### src/rtl/serial_adder_pkg.sv
`default_nettype none
// ============================================================================
//  Module      : serial_adder_pkg
//  Description : Shared definitions for the serial adder: FSM state encoding
//                and the digit-counter width helper.
//  Revision    : 1.0 - initial release
// ============================================================================
package serial_adder_pkg;

    typedef enum logic [1:0] {
        ST_IDLE = 2'd0,
        ST_BUSY = 2'd1,
        ST_DONE = 2'd2
    } state_t;

    // Bits needed to count 0..n-1, never less than one bit.
    function automatic int cnt_width(input int n);
        int w;
        w = 1;
        while ((1 << w) < n) begin
            w = w + 1;
        end
        return w;
    endfunction

endpackage
`default_nettype wire

### src/rtl/digit_adder.sv
`default_nettype none
// ============================================================================
//  Module      : digit_adder
//  Description : Combinational DIGIT-bit ripple-carry adder built from
//                full_adder cells.
//  Ports       : x, y  - DIGIT-bit addends
//                ci    - carry in
//                s     - DIGIT-bit sum
//                co    - carry out of the top bit
//  Revision    : 1.0 - initial release
// ============================================================================
module digit_adder #(
    parameter int DIGIT = 1
) (
    input  logic [DIGIT-1:0] x,
    input  logic [DIGIT-1:0] y,
    input  logic             ci,
    output logic [DIGIT-1:0] s,
    output logic             co
);

    logic [DIGIT:0] carry;

    assign carry[0] = ci;

    for (genvar i = 0; i < DIGIT; i++) begin : g_bit
        full_adder u_fa (
            .a    (x[i]),
            .b    (y[i]),
            .cin  (carry[i]),
            .s    (s[i]),
            .cout (carry[i+1])
        );
    end

    assign co = carry[DIGIT];

endmodule
`default_nettype wire

### src/rtl/full_adder.sv
`default_nettype none
// ============================================================================
//  Module      : full_adder
//  Description : Single-bit full adder.
//  Ports       : a, b, cin  - addend bits and carry in
//                s, cout    - sum bit and carry out
//  Revision    : 1.0 - initial release
// ============================================================================
module full_adder (
    input  logic a,
    input  logic b,
    input  logic cin,
    output logic s,
    output logic cout
);

    assign s    = a ^ b ^ cin;
    assign cout = (a & b) | (cin & (a ^ b));

endmodule
`default_nettype wire

### src/rtl/serial_adder.sv
`default_nettype none
// ============================================================================
//  Module      : serial_adder
//  Description : Multi-cycle adder computing a + b + cin, DIGIT bits per
//                clock, LSB digit first, with a registered inter-digit carry.
//  Ports       : clk, rst_n        - clock, asynchronous active-low reset
//                start             - request, accepted while ready=1
//                a, b, cin         - operands, sampled on the accept edge
//                ready, busy, done - IDLE / BUSY / one-cycle DONE indicators
//                sum, cout         - result, held until the next accept
//  Revision    : 1.0 - initial release
// ============================================================================
module serial_adder
    import serial_adder_pkg::*;
#(
    parameter int WIDTH = 8,
    parameter int DIGIT = 1
) (
    input  logic             clk,
    input  logic             rst_n,
    input  logic             start,
    input  logic [WIDTH-1:0] a,
    input  logic [WIDTH-1:0] b,
    input  logic             cin,
    output logic             ready,
    output logic             busy,
    output logic             done,
    output logic [WIDTH-1:0] sum,
    output logic             cout
);

    localparam int N     = WIDTH / DIGIT;
    localparam int CNT_W = cnt_width(N);
    localparam logic [CNT_W-1:0] LAST_CNT = CNT_W'(N - 1);

    if ((WIDTH < 1) || (WIDTH % DIGIT != 0)) begin : g_param_check
        $error("serial_adder: WIDTH must be >= 1 and a multiple of DIGIT");
    end

    state_t             state_q, state_d;
    logic [WIDTH-1:0]   a_q, a_d;
    logic [WIDTH-1:0]   b_q, b_d;
    logic [WIDTH-1:0]   sum_q, sum_d;
    logic               carry_q, carry_d;
    logic               cout_q, cout_d;
    logic [CNT_W-1:0]   cnt_q, cnt_d;

    logic [DIGIT-1:0]   dig_s;
    logic               dig_co;
    // New digit enters at the top; dropping the low DIGIT bits of this
    // concatenation is the right-shift of the sum register.
    logic [WIDTH+DIGIT-1:0] sum_cat;

    digit_adder #(
        .DIGIT (DIGIT)
    ) u_digit (
        .x  (a_q[DIGIT-1:0]),
        .y  (b_q[DIGIT-1:0]),
        .ci (carry_q),
        .s  (dig_s),
        .co (dig_co)
    );

    assign sum_cat = {dig_s, sum_q};

    always_comb begin
        state_d = state_q;
        a_d     = a_q;
        b_d     = b_q;
        sum_d   = sum_q;
        carry_d = carry_q;
        cout_d  = cout_q;
        cnt_d   = cnt_q;
        case (state_q)
            ST_IDLE: begin
                if (start) begin
                    a_d     = a;
                    b_d     = b;
                    carry_d = cin;
                    cnt_d   = '0;
                    state_d = ST_BUSY;
                end
            end
            ST_BUSY: begin
                sum_d   = sum_cat[WIDTH+DIGIT-1:DIGIT];
                carry_d = dig_co;
                a_d     = a_q >> DIGIT;
                b_d     = b_q >> DIGIT;
                cnt_d   = cnt_q + CNT_W'(1);
                if (cnt_q == LAST_CNT) begin
                    cout_d  = dig_co;
                    state_d = ST_DONE;
                end
            end
            ST_DONE: begin
                state_d = ST_IDLE;
            end
            default: begin
                state_d = ST_IDLE;
            end
        endcase
    end

    always_ff @(posedge clk or negedge rst_n) begin
        if (!rst_n) begin
            state_q <= ST_IDLE;
            a_q     <= '0;
            b_q     <= '0;
            sum_q   <= '0;
            carry_q <= 1'b0;
            cout_q  <= 1'b0;
            cnt_q   <= '0;
        end else begin
            state_q <= state_d;
            a_q     <= a_d;
            b_q     <= b_d;
            sum_q   <= sum_d;
            carry_q <= carry_d;
            cout_q  <= cout_d;
            cnt_q   <= cnt_d;
        end
    end

    assign ready = (state_q == ST_IDLE);
    assign busy  = (state_q == ST_BUSY);
    assign done  = (state_q == ST_DONE);
    assign sum   = sum_q;
    assign cout  = cout_q;

endmodule
`default_nettype wire

### config.mk
export PLATFORM = sky130hd
export DESIGN_NAME = serial_adder
export DESIGN_NICKNAME = d
export VERILOG_FILES = /design/src/rtl/serial_adder_pkg.sv /design/src/rtl/digit_adder.sv /design/src/rtl/full_adder.sv /design/src/rtl/serial_adder.sv
export SDC_FILE = /design/constraint.sdc
export NUM_CORES = 1
export LEC_CHECK = 0
export ABC_AREA = 1
export BUFFER_PORTS_ARGS = -buffer_cell sky130_fd_sc_hd__buf_4
export CAP_MARGIN = 20
export CORE_AREA = 2 2 65 67
export DETAILED_ROUTE_END_ITERATION = 16
export DIE_AREA = 0 0 67 69
export HOLD_SLACK_MARGIN = 0.12
export SYNTH_ARGS = -nofsm -noshare
export SYNTH_HDL_FRONTEND = slang
export SYNTH_SLANG_ARGS = --single-unit
### constraint.sdc
create_clock -name clk -period 1.5 [get_ports clk]
set_clock_uncertainty 0.1 [all_clocks]
set_input_delay 0.225 -clock clk [delete_from_list [all_inputs] [get_ports clk]]
set_output_delay 0.225 -clock clk [all_outputs]
set_load 0.1 [all_outputs]
==> summary.md, run 1 <==
| Metric | Value |
|---|---|
| Placed Cells | `272` |
| Area leader, netlist | `dfrtp_1` |
| Die Y | `69 um` |
| Die area | `4623 um2` |
| Max Buffers Root-to-Sink | `2` |
| Mapped Area | `1501 um2` |
| # fillers | `421` |
| # clock sinks | `31` |
| Total track usage | `14.92%` |
| Synthesized flop and latch total | `31` |
| Worst EP arrival | `1.13 ns` |
| Total Power | `4.748 mW` |
| Max incr delay on CP | `0.44 ns` |
| Finished Core Util | `50.90%` |
| Hold WC Path Type | `input pin to register` |
| Vias in the first global route | `1169` |
| Final Hold Viols | `0` |
| Via/cell ratio | `4.327` |
| Core area | `3914 um2` |
| Drt pass-1 iters | `4` |
| TritonCTS Buffers | `5` |
| CTS tree | `yes` |
| Endpoints failing setup | `0` |
| Total gr overflow | `0` |
| Sequential share of the synthesized area | `51.67%` |
| Avg WL per Cell | `10.18 um` |
| Fmax | `686.3 MHz` |
| I/O pin total | `32` |
| Clock Latency Late Sink | `0.27 ns` |
| Final period utilization | `97.13%` |
| H-tree levels | `2` |
| Nets | `256` |
| # rows | `23` |
| Port Buf Inserts | `31` |
| Slew headroom | `73.35%` |
| RSZ-0062 raised after global routing | `true` |
| Worst setup SP type | `register` |
| Mean Syn Cell Area | `just under 8 um2` |
| Iter 0 DRT Violations | `38` |
| Initial Util | `38.36%` |
| Crit-path max FO | `5` |
| DRT Wirelength | `about 2.9 mm` |
| CP endpoint kind | `primary output` |
| Peak VDD IR | `slightly above 0.0009 V` |
| CP max stage cell | `dfrtp_2` |
| Largest net degree at the start of global routing | `32` |
| Place WS | `0.1307 ns` |
| Initial antenna violation count | `0` |
| Setup_tns | `0 ns` |
| Layout cell share with drive strength beyond 1 | `23.08%` |
| Static leakage | `~1.1 nW` |
| Post-DP HPWL | `1.982 mm` |
| Pins Over Slew Limit | `0` |
| Area Overhead vs Synth | `32.67%` |
| Tmin final | `1.457 ns` |
| Fin worst setup slack | `about 0.043 ns` |
| Post-DRT Antenna Nets | `0` |
| Clk slew on worst S/H paths | `0.06 ns` |
| Clock Tree Root | `clkbuf_8` |
| Synth Instances | `between 150 and 200` |
| First-pass GRT wire length | `5.292 mm` |
| Max cap viols | `0` |
| Crit Path Class | `register to primary output` |
| Diodes inserted | `0` |
| Slew @ Worst Pin | `0.3997 ns` |
| Non-filler cells, final | `284` |
| Placer Congestion | `0.8013` |
| Chip width | `67 um` |
| CP delay by family, top | `flip-flops` |
| Top-area cell type share of the netlist area | `51.67%` |
| Outcome | `completed` |
| Distinct cells, synth | `17` |
| Routed vias | `1229` |
| Power Density | `2384 nW/um2` |
| Crit path required time | `1.17 ns` |
| Top cells by area, synth | `dfrtp_1, nand2_1, inv_1, nand3_1, o21ai_0` |
| # DRC | `0` |
| Worst path bufs/invs | `2` |
| Critical Path, Cell by Cell | `buf_6 > nor2_4 > buf_12` |
| Syn nets | `about 220` |
| Yosys warnings | `0` |
## repair_timing
item,CTS,global route
endpoints found under the hold margin,33,0
hold buffers,4,0
endpoints found under the setup margin,3,3
pin swaps,0,1
buffers inserted,0,0
gates resized for setup,8,3
## cell usage in the layout, fill, tap and decap left out
master,instances
nor2_2,1
nor2_4,2
nand2_2,1
clkbuf_1,1
a21oi_1,1
dfrtp_1,29
fa_1,1
dlygate4sd3_1,4
ha_1,2
buf_8,2
a21oi_2,1
clkbuf_8,7
nand2_1,77
dfrtp_2,2
inv_1,35
nor2_1,2
buf_4,31
o21ai_0,11
nand2_4,2
nand3_1,17
buf_6,1
inv_2,1
buf_12,2
inv_6,1
## path summary, 6_finish.rpt
path                                         from                endpoint  slack [ns]  cells past startpoint
max                        state_q[0]$_DFFE_PN0P_                    done        0.04                      3
min                                          a[5]      a_q[5]$_DFFE_PN0P_        0.15                      5
max reg2reg                state_q[1]$_DFFE_PN0P_      a_q[0]$_DFFE_PN0P_        0.18                      6
min reg2reg                    b_q[2]$_DFFE_PN0P_      b_q[2]$_DFFE_PN0P_        0.38                      2
max in group asynchronous                   rst_n  state_q[1]$_DFFE_PN0P_        0.67                      2
min in group asynchronous                   rst_n      b_q[1]$_DFFE_PN0P_        0.32                      2
## cell families (layout without fill, tap and decap cells)
| logic type | count (synthesis) | in the layout | synth area share [%] |
|---|---|---|---|
| compound gates | 13 | 13 | 4.583 |
| fa+ha+maj | 3 | 3 | 3.000 |
| simple gates | 102 | 102 | 28.08 |
| buf+inv | 44 | 85 | 12.67 |
| flops | 31 | 31 | 51.67 |
## through the flow
stage	cell area, um2	hold slack (ns)
finish	1992	0.1483
global route	1992	0.1622
CTS	1983	0.1422
detailed placement	1815	0.08657
global placement	1815	0.08561
floorplan	1516	-0.1706
## where the power goes
| group | leakage [nW] | switching (mW) | internal [mW] | total, mW |
|---|---|---|---|---|
| Clock | 0.0515 | 0.285 | 0.418 | 0.703 |
| Sequential | 0.383 | 0.227 | 1.22 | 1.45 |
| Combinational | 0.687 | 1.83 | 0.765 | 2.60 |
| Total | 1.12 | 2.34 | 2.41 | 4.75 |
## worst min-delay path: cells and delay by family
| kind | cells | cell delay [ns] |
|---|---|---|
| AND/OR/NAND/NOR | 3 | 0.16 |
| buffers and inverters | 2 | 0.10 |
## metal layers
| layer | global-route usage [%] | part of all wire, % |
|---|---|---|
| met3 | 5.383 | 3.9 |
| met2 | 22.88 | 47 |
| met4 | 4.762 | 1.7 |
| met1 | 19.43 | 47 |
| met5 | 0 | 0 |
## layout make-up
type / instances / area [um2] / area share (%)
inverters: 37 / 143.9 / 7.224
repair buffers: 40 / 354.1 / 17.78
well taps: 50 / 62.56 / 3.141
multi-input cells: 118 / 553.0 / 27.76
clock buffers: 8 / 100.1 / 5.025
flip-flops and latches: 31 / 778.2 / 39.07
## state kept, by name, indices dropped and copies added (netlist names)
signal   flops
sum          8
state_q      2
carry_q      1
a_q          8
cnt_q        3
b_q          8
cout         1
## cells in the mapped netlist
cell type	count
nand3_1	17
inv_2	1
buf_4	2
nand2_1	77
inv_6	1
ha_1	2
buf_2	4
a21oi_2	1
fa_1	1
buf_6	1
nand2_4	2
a21oi_1	1
o21ai_0	11
nand2_2	1
nor2_1	5
inv_1	35
dfrtp_1	31
No activity file was read; power rests on OpenSTA's default activity.
==> run 2: changes to the inputs <==
--- a/config.mk
+++ b/config.mk
@@ -5,12 +5,12 @@
 export SDC_FILE = /design/constraint.sdc
 export NUM_CORES = 1
 export LEC_CHECK = 0
-export ABC_AREA = 1
-export BUFFER_PORTS_ARGS = -buffer_cell sky130_fd_sc_hd__buf_4
+export ABC_AREA = 0
 export CAP_MARGIN = 20
 export CORE_AREA = 2 2 65 67
 export DETAILED_ROUTE_END_ITERATION = 16
 export DIE_AREA = 0 0 67 69
+export DONT_BUFFER_PORTS = 1
 export HOLD_SLACK_MARGIN = 0.12
 export SYNTH_ARGS = -nofsm -noshare
 export SYNTH_HDL_FRONTEND = slang
==> run 2 against run 1 <==
Net effect:
- the flow now finishes with violations (setup timing)
- wire length grew 13%
- sequential share of layout area fell by 3.2 points
- sequential cell count unchanged
- first-iteration DRC count rose by 11%
- global-route usage rose by 1.2 points
- setup slack got worse by 0.11 ns
- critical path type unchanged
==> summary.md, run 2 <==
| Metric | Value |
|---|---|
| Max cap viols | `0 (unchanged)` |
| Die area | `4623 um2 (unchanged)` |
| Fin worst setup slack | `-0.07072 ns (-0.1137 ns)` |
| Largest net degree at the start of global routing | `32 (unchanged)` |
| R2R Setup Slk | `-0.01 ns (-0.19 ns)` |
| Most common cell in the synthesized netlist | `dfrtp_1` |
| RSZ-0062 raised after global routing | `true` |
| Power Density | `2578 nW/um2 (+8.2%)` |
| Slew @ Worst Pin | `0.3573 ns (-0.04241 ns)` |
| Outcome | `complete, but fails checks` |
| Non-filler cells, final | `201 (-29%)` |
| Max incr delay on CP | `0.42 ns (-0.02 ns)` |
| Most frequent cells in the layout | `dfrtp_1, buf_12, buf_4, nor3b_1, dlygate4sd3_1` |
| CP max stage cell | `dfrtp_1` |
| Mapped Area | `1501 um2 (unchanged)` |
| Place WS | `-0.003694 ns (-0.1344 ns)` |
| Distinct cells, synth | `27 (+10)` |
| Worst hold endpoint | `state_q[0]$_DFFE_PN0P_` |
| Leading cell type in the layout, fill and taps excluded | `dfrtp_1` |
| Clk slew on worst S/H paths | `0.07 ns (about the same)` |
| Crit Path Class | `register to primary output` |
| Avg WL per Cell | `16.21 um (+59%)` |
| Die Y | `69 um (unchanged)` |
| Area leader, netlist | `dfrtp_1` |
| Chip width | `67 um (unchanged)` |
| Endpoints failing setup | `4 (+4)` |
| Area Overhead vs Synth | `44.25%` |
| Total gr overflow | `0 (unchanged)` |
| Synth Instances | `116 (-40%)` |
| # rows | `23 (unchanged)` |
| Drt pass-1 iters | `4 (unchanged)` |
| Initial Util | `38.36% (unchanged)` |
| Syn nets | `139 (-36%)` |
| Final period utilization | `104.7% (+7.6 points)` |
| Reg2reg end | `b_q[5]$_DFFE_PN0P_` |
| Post-DRT Antenna Nets | `0 (unchanged)` |
| Total track usage | `16.12% (+1.2 points)` |
| Nets | `173 (-32%)` |
| Synth async-reset ratio | `100.0% (unchanged)` |
| First-pass GRT wire length | `5.747 mm (+8.6%)` |
| Failing checks | `setup timing` |
| Layout cell share with drive strength beyond 1 | `37.09% (+14 points)` |
| # DRC | `0 (unchanged)` |
| Final Cell Area | `2166 um2 (+8.7%)` |
| Port Buf Inserts | `0 (-100%)` |
| Via/cell ratio | `5.388 (+25%)` |
| Diodes inserted | `0 (unchanged)` |
| Clock Latency Late Sink | `0.28 ns (about the same)` |
| Worst path bufs/invs | `3 (+1)` |
| Peak VDD IR | `0.001238 V (+34%)` |
| CP delay by family, top | `buffers and inverters` |
| Hold WC Path Type | `input pin to register` |
| Synthesized flop and latch total | `31 (unchanged)` |
| R2R depth | `4 (-2)` |
| Worst setup SP type | `register` |
| # clock sinks | `31 (unchanged)` |
| Critical Path, Cell by Cell | `buf_6 > buf_8 > nor2b_4 > buf_12` |
| Mean Syn Cell Area | `12.94 um2 (+66%)` |
| Placer Congestion | `0.7728 (-3.6%)` |
| Post-synth EDFFs | `0 (unchanged)` |
| Sequential share of the synthesized area | `51.67% (unchanged)` |
| CP endpoint kind | `primary output` |
| Crit-path max FO | `3 (-2)` |
| Clock Tree Root | `clkbuf_8` |
| Crit path required time | `1.17 ns (about the same)` |
| DRT Wirelength | `3.258 mm (+13%)` |
| Routed vias | `1083 (-12%)` |
| Max Buffers Root-to-Sink | `2 (unchanged)` |
| Setup_tns | `-0.1276 ns (-0.1276 ns)` |
| Core area | `3914 um2 (unchanged)` |
| Top-area cell type share of the netlist area | `51.67% (unchanged)` |
| Static leakage | `0.9368 nW (-16%)` |
| Pins Over Slew Limit | `0 (unchanged)` |
| Fmax | `636.7 MHz (-7.2%)` |
| Placement-stage cell area | `1829 um2 (+0.76%)` |
| Top cells by area, synth | `dfrtp_1, mux2_1, or4b_1, o221a_2, nor3b_1` |
| TritonCTS Buffers | `5 (unchanged)` |
| Yosys warnings | `0 (unchanged)` |
| Startpoint of the worst hold path | `start` |
| H-tree levels | `2 (unchanged)` |
| Commonest cells in the synthesized netlist | `dfrtp_1, nor3b_1` |
| Initial antenna violation count | `0 (unchanged)` |
| Placed Cells | `175 (-36%)` |
| Vias in the first global route | `1131 (-3.3%)` |
| Iter 0 DRT Violations | `42 (+11%)` |
| Critical path launch point | `state_q[0]$_DFFE_PN0P_` |
| Worst reg2reg path startpoint | `state_q[0]$_DFFE_PN0P_` |
| Final Hold Viols | `0 (unchanged)` |
| Hold path cells | `2 (-3)` |
| Worst EP arrival | `1.25 ns (+0.12 ns)` |
| Post-DP HPWL | `2.063 mm (+4.1%)` |
| Tmin final | `1.571 ns (+0.1137 ns)` |
| I/O pin total | `32 (unchanged)` |
| Most used DFF post-synth | `dfrtp_1` |
| CTS tree | `yes` |
| Slew headroom | `76.18% (+2.8 points)` |
==> run 2: layout make-up <==
| cell class | instances | area (um2) |
|---|---|---|
| Sequential cell | 31 | 777.0 |
| Timing Repair Buffer | 38 | 505.5 |
| Clock buffer | 8 | 100.1 |
| Inverter | 9 | 38.79 |
| Tap cell | 50 | 62.56 |
| Multi-Input combinational cell | 65 | 681.9 |
| Fill cell | 355 | 1748 |
==> run 2: through the flow <==
stage / total power, mW / utilization (%) / hold slack (ns)
after detailed placement: 4.601 / 46.74 / -0.1696
after global routing: 5.911 / 55.34 / 0.1274
final: 5.584 / 55.34 / 0.1207
after CTS: 5.532 / 54.09 / 0.1202
after global placement: 4.544 / 46.74 / -0.1696
after floorplan: 3.608 / - / -0.1706
==> run 2: kinds of logic (layout without fill, tap and decap cells) <==
group                    count (synthesis)  in the layout  share of synthesized area, %
multiplexers                            10             10                         7.667
AND/OR/NAND/NOR                         30             30                         16.83
adder cells (fa/ha/maj)                  3              3                         3.000
flip-flops                              31             31                         51.67
AO/OA/AOI/OAI                           22             22                         14.08
buffers and inverters                   20             55                         6.750
==> run 2: worst max path at each step <==
stage                                    end  cells after the start
final                                   done                      4
after global routing                    done                      4
after CTS                               done                      4
after detailed placement  sum[7]$_DFFE_PN0P_                      4
after global placement    sum[7]$_DFFE_PN0P_                      4
after floorplan                         done                      3
==> run 2: power by group <==
part | switching, mW | leakage (nW) | total (mW) | internal (mW)
Combinational | 1.82 | 0.520 | 3.28 | 1.47
Sequential | 0.343 | 0.365 | 1.58 | 1.24
Clock | 0.297 | 0.0515 | 0.715 | 0.418
==> run 2: worst reg2reg max path, delay by kind of cell, from the launching register on <==
family	cells	cell delay, ns
compound gates	1	0.14
simple gates	1	0.47
flops	1	0.42
buf+inv	2	0.27
==> run 2: repair_timing <==
action,4_1_cts,5_1_grt
pin swaps,9,1
endpoints found under the setup margin,5,15
buffers inserted,7,2
resized for setup,9,7
hold buffers,9,1
hold endpoints to repair,38,1
==> run 2: per-layer routing <==
metal,share of wire (%),global-route usage (%),up-vias
met5,0,0,-
met4,0.95,4.308,0
met3,5.2,4.894,4
met2,52,23.87,35
met1,42,22.81,540
li1,-,-,504
